<file path="config.mk">
export PLATFORM = sky130hd
export DESIGN_NAME = serial_add_ctrl
export DESIGN_NICKNAME = d
export VERILOG_FILES = /design/src/rtl/serial_add_ctrl.sv
export SDC_FILE = /design/constraint.sdc
export NUM_CORES = 1
export LEC_CHECK = 0
export ABC_CLOCK_PERIOD_IN_PS = 1400
export CAP_MARGIN = 20
export CORE_UTILIZATION = 25
export DETAILED_ROUTE_END_ITERATION = 16
export HOLD_SLACK_MARGIN = 0.08
export PLACE_DENSITY = 0.52
export SYNTH_ARGS = -nofsm -noshare
export SYNTH_HDL_FRONTEND = slang
export SYNTH_SLANG_ARGS = --single-unit
</file>
<file path="constraint.sdc">
create_clock -name clk -period 1.4 [get_ports clk]
set_input_delay 0.21 -clock clk [delete_from_list [all_inputs] [get_ports clk]]
set_output_delay 0.21 -clock clk [all_outputs]
set_load 0.03 [all_outputs]
</file>
<file path="src/rtl/serial_add_ctrl.sv">
// Bit-serial adder: {cout,sum} = a + b + cin through one shared full adder, LSB first.
// Latency: done pulses WIDTH cycles after the accepted start; start is ignored while busy.

module full_adder (
    input  logic a,
    input  logic b,
    input  logic cin,
    output logic sum,
    output logic cout
);
    assign sum  = a ^ b ^ cin;
    assign cout = (a & b) | (cin & (a ^ b));
endmodule

module serial_add_ctrl #(
    parameter int WIDTH = 8
) (
    input  logic             clk,
    input  logic             rst,
    input  logic             start,
    input  logic [WIDTH-1:0] a,
    input  logic [WIDTH-1:0] b,
    input  logic             cin,
    output logic             busy,
    output logic             done,
    output logic [WIDTH-1:0] sum,
    output logic             cout
);
    localparam int CW = $clog2(WIDTH);

    typedef enum logic [1:0] {IDLE, RUN, DONE} state_t;

    state_t           state, state_nxt;
    logic [WIDTH-1:0] a_sh, b_sh, res_sh;
    logic             carry;
    logic [CW-1:0]    cnt;
    logic             fa_s, fa_c;
    logic             last;

    assign last = (cnt == CW'(WIDTH - 1));

    full_adder u_fa (
        .a    (a_sh[0]),
        .b    (b_sh[0]),
        .cin  (carry),
        .sum  (fa_s),
        .cout (fa_c)
    );

    always_ff @(posedge clk or posedge rst) begin
        if (rst) begin
            state <= IDLE;
        end else begin
            state <= state_nxt;
        end
    end

    always_comb begin
        state_nxt = state;
        busy      = 1'b0;
        done      = 1'b0;
        case (state)
            IDLE: begin
                if (start) begin
                    state_nxt = RUN;
                end
            end
            RUN: begin
                busy = 1'b1;
                if (last) begin
                    state_nxt = DONE;
                end
            end
            DONE: begin
                busy      = 1'b1;
                done      = 1'b1;
                state_nxt = IDLE;
            end
            default: state_nxt = IDLE;
        endcase
    end

    // Result bits enter at the MSB so after WIDTH shifts bit 0 holds the first sum bit.
    always_ff @(posedge clk or posedge rst) begin
        if (rst) begin
            a_sh   <= '0;
            b_sh   <= '0;
            res_sh <= '0;
            carry  <= 1'b0;
            cnt    <= '0;
            sum    <= '0;
            cout   <= 1'b0;
        end else begin
            case (state)
                IDLE: begin
                    if (start) begin
                        a_sh   <= a;
                        b_sh   <= b;
                        carry  <= cin;
                        res_sh <= '0;
                        cnt    <= '0;
                    end
                end
                RUN: begin
                    res_sh <= {fa_s, res_sh[WIDTH-1:1]};
                    a_sh   <= a_sh >> 1;
                    b_sh   <= b_sh >> 1;
                    carry  <= fa_c;
                    cnt    <= cnt + CW'(1);
                    if (last) begin
                        sum  <= {fa_s, res_sh[WIDTH-1:1]};
                        cout <= fa_c;
                    end
                end
                default: ;
            endcase
        end
    end
endmodule

</file>
# Word-level counts from Yosys, hierarchy flattened
# Index checks and enable logic that the tools add are counted.
[word_totals]
register_bits = 39
output_inout_bits = 11
[op_classes]
reduce_logical = 6
eq_ne = 5
addsub = 1
mux = 15
bitwise = 5
[op_table]
columns = ["cell", "n"]
rows = [
  ["8-bit case mux with 2 select lines", 3],
  ["8-bit two-way mux", 3],
  ["3-bit case mux with 2 select lines", 1],
  ["2-bit AND reduction", 3],
  ["2-bit two-way mux", 2],
  ["2-bit != test (second input constant)", 2],
  ["2-bit case mux with 2 select lines", 1],
  ["3-bit by 1-bit adder with 3-bit output (second input constant)", 1],
  ["3-bit equality test (second input constant)", 1],
  ["1-bit two-way mux", 3],
  ["3-bit two-way mux", 1],
  ["1-bit AND", 2],
  ["2-bit by 1-bit equality test with 1-bit output (second input constant)", 1],
  ["2-bit equality test (second input constant)", 1],
  ["2-bit zero test", 1],
  ["1-bit case mux with 2 select lines", 1],
  ["2-bit nonzero test", 1],
  ["2-bit OR reduction", 1],
  ["1-bit XOR", 2],
  ["1-bit bitwise OR", 1],
]

# Depth between registers and ports, before layout
[depth]
word_depth = 4
depth_mapped = 6
mapped_depth_nobuf = 5

# Cells and area by module
# A second synthesis with hierarchy kept.
[unflattened]
cells_unflattened = 140
hier_area_um2 = 1770.4
[modules_own_cells]
columns = ["mod", "seq_area_each_um2", "n_inst", "area_each_um2", "cells_per_inst"]
rows = [
  ["serial_add_ctrl", 950.9, 1, 1750.4, 139],
  ["full_adder", 0.0, 1, 20.0, 1],
]

# Least setup slack after synthesis
# Ideal clock, no wire load.
[synth_timing]
path_kind = "register -> register"
start = "register state[0]"
end = "register a_sh[0]"
synth_period_minus_slack_ns = 1.501
setup_slack_ns = -0.101
t_required_ns = 1.277
setup_ns = 0.123
arrival_ns = 1.378
stages_incl_launch_ff = 7
n_path_buf = 1
path_cell_list = "dfrtp_1 > inv_1 > ha_1 > nor2_1 > nor2_4 > buf_6 > o221a_1"
[synth_via]
elab_chain_len = 3
elab_cells_between_ends = 6
cone_classes = "eq/ne (2); mux (1); reduce/logical (3)"
[synth_rtl]
columns = ["item", "line", "source"]
rows = [
  ["start: declaration", "33", "state_t state, state_nxt;"],
  ["start signal: assignment", "54", "state <= state_nxt;"],
  ["2-bit by 1-bit equality test with 1-bit output / 2-bit zero test (equally long branches)", "94", "case (state)"],
  ["2-bit nonzero test (no source line) / 2-bit != test (equally long branches)", "-", ""],
  ["2-bit AND reduction (no source line)", "-", ""],
  ["end signal: assignment", "106", "a_sh <= a_sh >> 1;"],
  ["end: declaration", "34", "logic [WIDTH-1:0] a_sh, b_sh, res_sh;"],
]
# Several ways; a longest one is shown, not always the timed one.
# A chain may end at the register's enable or synchronous reset.

# Worst setup path in the final report
[layout_timing]
start = "register state[0]"
end = "register a_sh[3]"
# The elaborated chain is that of the path after synthesis.

==> qor.csv <==
metric;value;unit
outcome;finished, violations left;
failed_checks;DRC, setup timing;
via_per_inst;4.89;
fin_crit_sh;110;%
htree_num_levels;2;
synthTopCellsByCount;dfrtp_1 (38), or3_1 (13), o221a_1 (10);
max_slew_margin;79.2;%
diodes;0;
num_rows;29;
start_util;26.2;%
hold_viol;0;
cp_max_fo;14;
p_per_area;2120;nW/um^2
syn-cell-area;1680;um^2
syn_avg_cell_area;13.1;um^2
setup-tns-final;-2.44;ns
routed_wl;3.58;mm
cts.path.max_buffers;2;
clkSlewWorstSetupHoldPaths;0.07;ns
placed_area;2170;um^2
setup_ws;-0.136;ns
rsz0062_at_grt;yes;
antenna_found_initial;0;
yosysMostFrequentCell;dfrtp_1;
die-area;7070;um^2
synthDistinctLibCells;27;
synth_seq_area_share;56.5;%
dr.pass1.iters;10;
vdd_ir_drop_max;0.00109;V
drv_cap;0;
grt.overflow.total;0;
p_leak;0.00107;uW
tightest_slew;0.312;ns
drtAntennaViolNets;0;
cp_slowest_stage_delay;0.41;ns
dpl.hpwl;2.52;mm
area_growth;41.3;%
endpoint_kind;register;
synth_top_cell_by_area;dfrtp_1;
vias;1223;
maxSlewViolCount;0;
hp-class;in -> async;
dieWidth;84.1;um
synthCells;129;
synthDominantCellAreaShare;56.5;%
crit_slowest_cell;dfrtp_1;
grt_pass1_vias;1268;
cts_sinks;38;
wl_per_cell;14.3;um
period_minus_slack;1.54;ns
place.gp.congestion;0.701;
cts_root_buf;clkbuf_8;
synth-seq-cells;38;
cts_tree;done;
port_buffers;30;
drc;6;
clk_latency;0.28;ns
worstPathCellList;ha_2 > buf_4 > or3_1 > o221a_1;
start_kind;register;
fmax;651;MHz
pin_count;31;
fillCellCount;620;
synthTopCellsByArea;dfrtp_1 (56%), o221a_1 (6.7%), mux2_2 (6.0%), or3_1 (4.8%), a22o_1 (4.7%);
async_flop_share;100;%
critPathArrivalTime;1.71;ns
finClkSkew;0.00286;ns
synth-edff-count;0;
crit_required;1.57;ns
core_area;6420;um^2
grt_first_pass_wirelength;6.17;mm
ys.warnings.count;0;
criticalPathCategory;reg -> reg;
grt_max_degree;39;
setup_violations;36;
drive_gt1_share;29.5;%
die_h;84.1;um
track_usage;11.1;%
fin_area;2380;um^2
postCtsHoldBufs;0;
initialDrtViolationCount;76;
syn_nets;155;
dominantRegCellSynth;dfrtp_1;
nNetsFinal;198;
cts_buffers;5;
==> metal layers <==
metal / GRT usage (%) / routed length, um / share of wire [%]
met5: 0 / 0 / 0
met4: 4.23 / 24 / 0.67
met3: 2.77 / 138 / 3.9
met2: 18.0 / 1760 / 49
met1: 14.3 / 1660 / 46
==> what timing repair did <==
item / 4_1_cts / 5_1_grt
buffers inserted: 0 / 2
setup endpoints to repair: 47 / 38
resized for setup: 28 / 4
pin swaps: 3 / 0
==> through the flow <==
step	worst slack, ns	utilization [%]	power (uW)	hold slack (ns)	std cells
global route	-0.187	37.1	5400	0.308	250
global placement	-0.232	33.8	3770	0.485	241
floorplan	0.000599	-	3180	0.348	129
finish	-0.136	37.1	5050	0.285	250
detailed placement	-0.298	33.8	3850	0.494	241
CTS	-0.130	36.8	5100	0.290	249
==> logic make-up after synthesis <==
group	count (synthesis)	share of synthesized area, %
buffers and inverters	11	3.49
multiplexers	10	6.84
AO/OA/AOI/OAI	32	17.2
flip-flops	38	56.5
AND/OR/NAND/NOR	32	11.1
adder cells (fa/ha/maj)	6	4.90
==> cell usage in the layout, fill, tap and decap left out, drive strengths merged <==
| master | Yosys | routed |
|---|---|---|
| o21ai | 3 | 3 |
| and2 | 1 | 1 |
| fa | 1 | 1 |
| nand3b | 2 | 2 |
| o21bai | 2 | 2 |
| nor2b | 1 | 1 |
| buf | 6 | 15 |
| and2b | 1 | 1 |
| clkdlybuf4s50 | 0 | 19 |
| nand3 | 2 | 2 |
| mux2i | 1 | 1 |
| dlygate4sd2 | 0 | 9 |
| a22o | 9 | 9 |
| ha | 5 | 5 |
| a21oi | 3 | 3 |
| bufinv | 0 | 2 |
| o211a | 2 | 2 |
| nand2b | 2 | 2 |
| o221a | 13 | 13 |
| nand2 | 6 | 6 |
| dfrtp | 38 | 38 |
| mux2 | 9 | 9 |
| or3 | 13 | 13 |
| clkbuf | 1 | 6 |
| inv | 4 | 4 |
| nor2 | 4 | 4 |
==> worst max-delay path: cells and delay by family, from the launching register on <==
family                   cells  cell delay (ns)
AND/OR/NAND/NOR              1             0.38
adder cells (fa/ha/maj)      1             0.29
AO/OA/AOI/OAI                1             0.13
buffers and inverters        1             0.21
flip-flops                   1             0.41
==> sequential cells by signal, summed over array words and instances (netlist names) <==
signal and count:
a_sh 8, b_sh 8, sum 8, res_sh 7, cnt 3, state 2
carry 1, cout 1
==> power by group <==
part,internal (uW),leakage [uW],switching (uW)
clock,760,0.0000714,376
sequential,1520,0.000467,272
combinational,1070,0.000530,1060
total,3350,0.00107,1710
==> worst paths after layout <==
check	start	end	slack [ns]	cells past startpoint
setup / recovery	state[0]	a_sh[3]	-0.14	4
hold / removal	rst	res_sh[7]	0.28	3
setup reg to reg	state[0]	a_sh[3]	-0.14	4
hold reg to reg	a_sh[7]	a_sh[7]	0.50	2
max in group asynchronous	rst	sum[3]	0.93	3
min in group clk	a_sh[7]	a_sh[7]	0.50	2
==> layout make-up <==
type                            count  area [um^2]  share of cell area (%)
Sequential cell                    38          951                    40.0
Multi-Input combinational cell     80          752                    31.6
Timing Repair Buffer               43          420                    17.7
Tap cell                           77         96.3                    4.05
Clock buffer                        6         82.6                    3.47
Clock inverter                      2         60.1                    2.52
Inverter                            4         17.5                   0.736
Power figures use the tool's default switching activity.
